===== config.mk =====
export PLATFORM = sky130hd
export DESIGN_NAME = vga_fb_arbiter
export DESIGN_NICKNAME = d
export VERILOG_FILES = /design/src/rtl/vga_pkg.sv /design/src/rtl/vga_fetch_addr.sv /design/src/rtl/vga_fb_arbiter.sv
export SDC_FILE = /design/constraint.sdc
export NUM_CORES = 1
export LEC_CHECK = 0
export ABC_AREA = 1
export CORE_MARGIN = 2
export CORE_UTILIZATION = 40
export CTS_BUF_LIST = sky130_fd_sc_hd__clkbuf_4
export CTS_CLUSTER_SIZE = 20
export DETAILED_ROUTE_END_ITERATION = 16
export PLACE_DENSITY = 0.75
export SLEW_MARGIN = 10
export SYNTH_ARGS = -nofsm -noshare
export SYNTH_HDL_FRONTEND = slang
export SYNTH_HIERARCHICAL = 1
export SYNTH_SLANG_ARGS = --single-unit

===== constraint.sdc =====
create_clock -name clk_in -period 6 [get_ports clk_in]
set_input_delay 1.8 -clock clk_in [delete_from_list [all_inputs] [get_ports clk_in]]
set_output_delay 1.8 -clock clk_in [all_outputs]
set_load 0.02 [all_outputs]

===== src/rtl/vga_pkg.sv =====
// Shared raster constants, framebuffer geometry and read-tag encodings
// for the VGA display path (vga_sync, vga_fb_arbiter).
package vga_pkg;

  localparam int ADDR_W = 12;

  localparam logic [9:0] H_ACTIVE = 10'd640;
  localparam logic [9:0] H_TOTAL  = 10'd800;
  localparam logic [9:0] V_ACTIVE = 10'd480;
  localparam logic [9:0] V_TOTAL  = 10'd525;

  localparam logic [4:0]        WORDS_PER_ROW = 5'd20;
  localparam logic [ADDR_W-1:0] FB_WORDS      = 12'd2400;

  // Owner of the RAM read data returned in the following cycle.
  typedef enum logic [1:0] {
    IDLE    = 2'd0,
    DISP_RD = 2'd1,
    HOST_RD = 2'd2
  } rd_tag_e;

  // row * WORDS_PER_ROW + span, built from shifts (20 = 16 + 4).
  function automatic logic [ADDR_W-1:0] word_addr(input logic [7:0] row,
                                                  input logic [4:0] span);
    return {row, 4'b0000} + {2'b00, row, 2'b00} + {7'b0000000, span};
  endfunction

endpackage


===== src/rtl/vga_fetch_addr.sv =====
// Maps the raster position to display fetch slots and the framebuffer
// word address to prefetch in that slot, including next-line wrap.
module vga_fetch_addr
  import vga_pkg::*;
(
  input  logic [9:0]        h_count_i,
  input  logic [9:0]        v_count_i,
  output logic              slot_o,
  output logic [ADDR_W-1:0] slot_addr_o
);

  logic       in_line_slot;
  logic       eol_slot;
  logic [9:0] next_line;
  logic [9:0] line;
  logic [4:0] span;

  // Decode slot cycles and pick the target line/span for the prefetch
  always_comb begin
    in_line_slot = (h_count_i[4:0] == 5'd28) && (h_count_i < (H_ACTIVE - 10'd4));
    eol_slot     = (h_count_i == (H_TOTAL - 10'd4));

    if (v_count_i == (V_TOTAL - 10'd1)) begin
      next_line = 10'd0;
    end else begin
      next_line = v_count_i + 10'd1;
    end

    // Span 0 of a line is fetched at the end of the previous line.
    if (eol_slot) begin
      line = next_line;
      span = 5'd0;
    end else begin
      line = v_count_i;
      span = h_count_i[9:5] + 5'd1;
    end

    slot_o      = (in_line_slot || eol_slot) && (line < V_ACTIVE);
    slot_addr_o = word_addr(line[9:2], span);
  end

endmodule


===== src/rtl/vga_fb_arbiter.sv =====
// Single-port framebuffer arbiter: display prefetch owns fixed slots,
// the host port gets every other RAM cycle. Fetched words are
// serialised MSB-first onto pixel_out, each bit held for 4 clocks.
module vga_fb_arbiter
  import vga_pkg::*;
(
  input  logic              clk_in,
  input  logic              reset,
  input  logic [9:0]        h_count,
  input  logic [9:0]        v_count,
  input  logic              display_en,
  input  logic              host_valid,
  input  logic              host_we,
  input  logic [ADDR_W-1:0] host_addr,
  input  logic [7:0]        host_wdata,
  output logic              host_ready,
  output logic              host_rvalid,
  output logic [7:0]        host_rdata,
  output logic [ADDR_W-1:0] mem_addr,
  output logic              mem_we,
  output logic [7:0]        mem_wdata,
  input  logic [7:0]        mem_rdata,
  output logic              pixel_out
);

  logic              slot;
  logic [ADDR_W-1:0] slot_addr;
  logic              host_in_range;
  logic              host_grant;
  logic              span_start;
  logic [7:0]        cur_word;
  logic [2:0]        bit_idx;
  logic              pixel_d;
  rd_tag_e           tag_d;

  rd_tag_e           tag_q;
  logic              rd_oor_q;
  logic              host_rvalid_q;
  logic [7:0]        host_rdata_q;
  logic [7:0]        next_word_q;
  logic [7:0]        shift_word_q;
  logic              pixel_q;

  vga_fetch_addr u_fetch_addr (
    .h_count_i   (h_count),
    .v_count_i   (v_count),
    .slot_o      (slot),
    .slot_addr_o (slot_addr)
  );

  // RAM port mux: display wins its slot, host is granted otherwise
  always_comb begin
    host_in_range = (host_addr < FB_WORDS);
    if (slot) begin
      mem_addr   = slot_addr;
      host_grant = 1'b0;
    end else begin
      mem_addr   = host_addr;
      host_grant = host_valid & ~reset;
    end
    mem_we    = host_grant & host_we & host_in_range;
    mem_wdata = host_wdata;

    if (slot) begin
      tag_d = DISP_RD;
    end else if (host_grant && !host_we) begin
      tag_d = HOST_RD;
    end else begin
      tag_d = IDLE;
    end
  end

  // Pixel select: at a span start the freshly fetched word is used directly
  always_comb begin
    span_start = (h_count[4:0] == 5'd0);
    if (span_start) begin
      cur_word = next_word_q;
    end else begin
      cur_word = shift_word_q;
    end
    bit_idx = 3'd7 - h_count[4:2];
    if (display_en) begin
      pixel_d = cur_word[bit_idx];
    end else begin
      pixel_d = 1'b0;
    end
  end

  // Read-tag FSM with its registered outputs and the display word pipeline
  always_ff @(posedge clk_in) begin
    if (reset) begin
      tag_q         <= IDLE;
      rd_oor_q      <= 1'b0;
      host_rvalid_q <= 1'b0;
      host_rdata_q  <= 8'h00;
      next_word_q   <= 8'h00;
      shift_word_q  <= 8'h00;
      pixel_q       <= 1'b0;
    end else begin
      tag_q         <= tag_d;
      rd_oor_q      <= ~host_in_range;
      host_rvalid_q <= 1'b0;
      case (tag_q)
        DISP_RD: next_word_q <= mem_rdata;
        HOST_RD: begin
          host_rvalid_q <= 1'b1;
          host_rdata_q  <= rd_oor_q ? 8'h00 : mem_rdata;
        end
        default: ;
      endcase
      if (display_en && span_start) begin
        shift_word_q <= next_word_q;
      end
      pixel_q <= pixel_d;
    end
  end

  assign host_ready  = host_grant;
  assign host_rvalid = host_rvalid_q;
  assign host_rdata  = host_rdata_q;
  assign pixel_out   = pixel_q;

endmodule


==> impl_results.md, run 1 <==
- Syn Inst Count: 358
- Maximum vdd drop: 133 uV
- Post-synth EDFFs: 0
- Area Overhead vs Synth: 63.1%
- Vias per cell: 5.01
- Violations in the final reports: setup timing
- R2R Setup Slk: 4.93 ns
- Vias in the first global route: 2756
- Final nets: 564
- Worst Setup End Kind: output pin
- Die width: 82.2 microns
- Slew Limit Fails: 0
- Req. time, crit path: 4.20 ns
- Core area: 0.00592 sq mm
- CTS root buf: clkbuf_4
- Post-synth top flop: dfxtp_1
- Top cell type's share of synthesized area: 23.8%
- Tcrit/Tclk final: 107%
- Final ANT Viol Nets: 0
- Clock latency on the worst-skew pair: 0.34 ns
- Critical Path AT: 4.60 ns
- Cell area after synthesis: 0.00244 sq mm
- Die Y: 82.2 microns
- Critical path peak fanout: 3
- Starting Density: 41.3%
- Via Count: 2851
- Avg Cell Area, Syn: 6.83 sq um
- Setup violations, final: 7
- Reg clk slew, reported paths: 0.10 ns
- Total Neg Setup Slack: -2.51 ns
- Measured slew at the worst slew-check pin: 0.450 ns
- CTS tree: yes
- P_leak: 1.91 nW
- Filler cell count: 502
- # port buffers: 68
- Die ar.: 0.00675 sq mm
- Drt total wl: 7.75 mm
- Async SR Flop Fraction: 0%
- Hold WC Path Type: reg -> reg
- FF/Latch Area: 581 sq um
- Power Density: 138 mW/mm^2
- Ant diodes: 0
- Status: finished with violations
- Critical path class: in -> out
- RSZ-0062 raised after global routing: true
- I/O pin cnt: 85
- Register area share after synthesis: 23.8%
- Total CTS buffers: 5
- Tmin final: 6.40 ns
- Distinct cells, synth: 38
- Routability cong.: 0.851
- GRT Util Overall: 22.2%
- Post-Place Setup Slack: -1.22 ns
- Area of the multi-input gates: 0.00178 sq mm
- Largest net degree at the start of global routing: 24
- CTS Hold Buffers Added: 0
- Rel. slew slack: 70.0%
- # DRC: 0
- # rows: 28
- Drt wl/cell: 13.6 microns
- Clk sink count: 29
- Drt initial violations: 103
- Final hold violation count: 0
- CP Launch Type: primary input
- Max-cap check violation count: 0
- Detail Placement HPWL: 5.41 mm
- Seq cells post-synth: 29
- Longest Clk Path Bufs: 2
- Fraction of layout cells with a size suffix above 1: 37.2%
- Top cells by area, synth: dfxtp_1 24%, nand2_1 11%, ha_1 8.2%
- First-pass DRT Iterations: 4
- Fin worst setup slack: -0.402 ns
- Grt ovf: 0
- YS warnings: 6
- FMAX: 156 MHz
- Initial antenna violation count: 0
- First-pass GRT wire length: 11.8 mm
- Post-Syn Nets: 429
- H-tree depth: 2
- Cell taking the most area after synthesis: dfxtp_1
- Clk_skew: 0.0133 ns
==> state kept, by name, summed over array words and instances, names as in the netlist <==
| signal | flops |
|---|---|
| host_rvalid | 1 |
| tag_q | 2 |
| host_rdata | 8 |
| next_word_q | 8 |
| shift_word_q | 8 |
| rd_oor_q | 1 |
| pixel_out | 1 |
==> per-layer routing <==
layer	vias to the layer above	GRT usage, %	wire (microns)
met3	20	3.59	400
met2	85	42.8	4270
met4	0	8.17	211
met1	1317	24.1	2860
li1	1429	-	-
met5	-	0	0
==> cell usage in the layout (no fill, tap or decap), types with 2 or more instances in the layout <==
cell and instances:
nand2_1 70, buf_4 65, inv_1 38, clkdlybuf4s50_1 37
nor2_1 35, nand3_1 29, dfxtp_1 29, buf_6 23
o21ai_0 12, inv_2 10, a21oi_1 10, nand2_2 10
nand4_1 10, a21oi_2 9, xor2_1 8, ha_1 8
ha_4 8, nor2_2 7, nor2_4 7, nand3_2 7
dlygate4sd2_1 6, o21ai_2 5, clkbuf_4 5, buf_2 5
o21ai_1 3, clkinv_2 3, dlymetal6s2s_1 3, nor3_1 3
inv_6 2, clkdlybuf4s15_1 2, nand3_4 2, o211ai_1 2
==> logic make-up (layout without fill, tap and decap cells) <==
logic type	count (synthesis)	count (layout)	synth area share, %
xor gates and xnor gates	9	9	3.23
AOI/OAI and AO/OA	48	48	12.7
and+or+nand+nor	187	187	37.6
DFF	29	29	23.8
adders and majority gates	18	18	9.83
buffers and inverters	67	203	12.9
==> Yosys cell counts, types with 2 or more instances <==
master / number
nand4_2: 2
nor2_4: 7
o211ai_1: 2
a21oi_1: 13
xor2_1: 8
nand3_2: 4
dfxtp_1: 29
clkinv_1: 2
nand2_2: 6
nor2_1: 39
o21ai_0: 16
nor2_2: 3
nor3_1: 3
buf_6: 2
buf_4: 10
a21oi_2: 7
nand3_1: 34
o21ai_2: 5
inv_1: 45
inv_2: 3
ha_1: 16
fa_1: 2
nand4_1: 10
nand2_1: 74
buf_2: 3
==> cell type report <==
type                            count  area share, %
Clock buffer                        5          0.942
Inverter                           52           5.24
Timing Repair Buffer              143           31.9
Sequential cell                    29           14.6
Tap cell                           75           2.35
Multi-Input combinational cell    262           44.5
Clock inverter                      3          0.439
==> where the power goes <==
part	switching [W]	internal [W]	leakage [nW]
clock	0.0000710	0.0000440	0.0310
sequential	0.00000164	0.000196	0.235
combinational	0.000113	0.000126	1.65
==> what timing repair did <==
action	CTS	global route
gates resized for setup	139	32
buffers inserted	13	4
pin swaps	33	20
endpoints found under the hold margin	0	0
endpoints found under the setup margin	14	14
==> critical path: stages <==
cell,delay [ns]
buf_8,0.10
inv_6,0.05
nand3_4,0.06
nor2_4,0.18
nand4_4,0.14
buf_6,0.14
nor2_2,0.17
o211ai_1,0.13
inv_1,0.15
ha_4,0.22
ha_4,0.16
fa_2,0.39
nand3_2,0.09
nand3_2,0.07
a21o_1,0.17
a21oi_2,0.12
xor2_1,0.15
nand2_1,0.10
o21ai_4,0.07
buf_6,0.13
==> per-stage QoR <==
| stage | hold WS (ns) | std cells | utilization [%] | total power, W | area [sq um] |
|---|---|---|---|---|---|
| after global placement | 0.448 | 544 | 60.5 | 0.000397 | 3580 |
| after detailed placement | 0.449 | 544 | 60.5 | 0.000400 | 3580 |
| after floorplan | 0.435 | 358 | - | 0.000304 | 2480 |
| after global routing | 0.490 | 569 | 67.3 | 0.000582 | 3990 |
| final | 0.465 | 569 | 67.3 | 0.000551 | 3990 |
| after CTS | 0.465 | 565 | 64.9 | 0.000534 | 3840 |
==> final timing paths <==
| check | start | to | cells past startpoint |
|---|---|---|---|
| worst min-delay path | shift_word_q[7] | shift_word_q[7] | 2 |
| worst max-delay path | h_count[7] | mem_addr[9] | 20 |
| worst max register to register | tag_q[0] | next_word_q[1] | 5 |
| worst min register to register | shift_word_q[7] | shift_word_q[7] | 2 |
No activity file was read; power rests on OpenSTA's default activity.
==> inputs of run 2 (changes only) <==
==> constraint.sdc (replaced) <==
create_clock -name clk_in -period 5.3 [get_ports clk_in]
set_input_delay 1.59 -clock clk_in [delete_from_list [all_inputs] [get_ports clk_in]]
set_output_delay 1.59 -clock clk_in [all_outputs]
set_load 0.02 [all_outputs]
==> impl_results.md, run 2 (synthesis gave the netlist of run 1 again) <==
- Die Y: 82.2 microns
- Max-cap check violation count: 0
- Hold WC Path Type: reg -> reg
- # rows: 28
- Final hold violation count: 0
- Clk_skew: 0.00505 ns
- Drt initial violations: 113
- FMAX: 164 MHz
- H-tree depth: 2
- WP buf/inv: 8
- Post-Place Setup Slack: -1.52 ns
- First-pass GRT wire length: 11.6 mm
- # port buffers: 68
- Non-filler instance count after layout: 564
- Via Count: 2816
- Status: finished with violations
- CTS Hold Buffers Added: 0
- Detail Placement HPWL: 5.48 mm
- Clk sink count: 29
- # DRC: 0
- Req. time, crit path: 3.71 ns
- Critical Path Max Stage Delay: 0.54 ns
- Drt wl/cell: 13.5 microns
- Tcrit/Tclk final: 115%
- Slew Limit Fails: 0
- Total CTS buffers: 5
- GRT Util Overall: 21.7%
- Measured slew at the worst slew-check pin: 0.454 ns
- P_leak: 1.87 nW
- Vias in the first global route: 2773
- Critical path class: in -> out
- Worst Setup End Kind: output pin
- Critical path peak fanout: 4
- Drt total wl: 7.61 mm
- Setup violations, final: 8
- Rel. slew slack: 69.6%
- Area Overhead vs Synth: 59.0%
- Violations in the final reports: setup timing
- Final nets: 559
- Slowest-stage cell, CP: fa_1
- CTS root buf: clkbuf_4
- Core area: 0.00592 sq mm
- CTS tree: yes
- Die ar.: 0.00675 sq mm
- Routability cong.: 0.867
- Vias per cell: 4.99
- Critical Path AT: 4.52 ns
- Commonest non-fill, non-tap cell in the layout: nand2_1
- Reg clk slew, reported paths: 0.09 ns
- CP Launch Type: primary input
- Power Density: 161 mW/mm^2
- Placed cells: 541
- Fin worst setup slack: -0.805 ns
- Largest net degree at the start of global routing: 24
- Cells along the critical path: buf_12 > inv_12 > nand3_4 > nor2_4 > buf_6 > nand4_4 > nand2_2 > nor3b_4 > inv_1 > fa_1 > inv_2 > fa_2 > nand3_2 > nand3_2 > buf_6 > nand4_1 > nand3_2 > inv_1 > nand2_1 > nand2_1 > nand2_1 > nand2_2 > buf_6
- Starting Density: 41.3%
- Crit-path leading delay family: simple AND/OR/NAND/NOR gates
- Ant diodes: 0
- Maximum vdd drop: 162 uV
- First-pass DRT Iterations: 5
- Fraction of layout cells with a size suffix above 1: 38.7%
- Longest Clk Path Bufs: 2
- Initial antenna violation count: 0
- Die width: 82.2 microns
- Tmin final: 6.11 ns
- Grt ovf: 0
- Clock latency on the worst-skew pair: 0.33 ns
- I/O pin cnt: 85
- Most frequent cells in the layout: 67 x nand2_1, 65 x buf_4, 37 x inv_1
- RSZ-0062 raised after global routing: true
- Final ANT Viol Nets: 0
run 2: worst min-delay path: stages (launching register included):
cell and delay (ns):
dfxtp_1 0.31, inv_1 0.08, a21oi_2 0.05
run 2: per-layer routing:
| metal | global-route usage [%] | up-vias | share of wire (%) |
|---|---|---|---|
| li1 | - | 1418 | - |
| met1 | 26.8 | 1289 | 43 |
| met2 | 37.8 | 85 | 50 |
| met3 | 4.35 | 24 | 4.5 |
| met4 | 7.00 | 0 | 3.2 |
| met5 | 0 | - | 0 |
run 2: metrics by stage:
stage	power, W	TNS, ns	hold WS (ns)	util [%]	cell area [sq um]
final	0.000624	-5.19	0.476	65.6	3890
after global routing	0.000656	-6.45	0.497	65.6	3890
after CTS	0.000598	-4.18	0.468	64.0	3790
after detailed placement	0.000456	-13.68	0.457	60.8	3600
after global placement	0.000452	-12.93	0.447	60.8	3600
after floorplan	0.000347	-0.448	0.435	-	2520
run 2: repair_timing:
item                       4_1_cts  5_1_grt
hold endpoints to repair         0        0
pin swaps                       27       27
setup endpoints to repair       14       14
gates resized for setup        120       49
setup buffers                   10        6
run 2: path summary, 6_finish.rpt:
kind / slack (ns) / cells past startpoint / from / endpoint
max: -0.81 / 23 / h_count[7] / mem_addr[11]
min: 0.48 / 2 / shift_word_q[7] / shift_word_q[7]
max reg2reg: 4.19 / 5 / tag_q[0] / next_word_q[1]
min reg2reg: 0.48 / 2 / shift_word_q[7] / shift_word_q[7]
run 2: area by class of cell:
type	count	area [sq um]
Tap cell	75	93.8
Clock buffer	6	45.0
Fill cell	479	2030
Clock inverter	2	10.0
Timing Repair Buffer	138	1160
Inverter	52	219
Sequential cell	29	581
Multi-Input combinational cell	262	1770
run 2: power by group:
part | internal [W] | switching [W] | total (W)
Sequential | 0.000222 | 0.00000181 | 0.000223
Clock | 0.0000555 | 0.0000781 | 0.000134
Combinational | 0.000136 | 0.000131 | 0.000267
Total | 0.000413 | 0.000211 | 0.000624
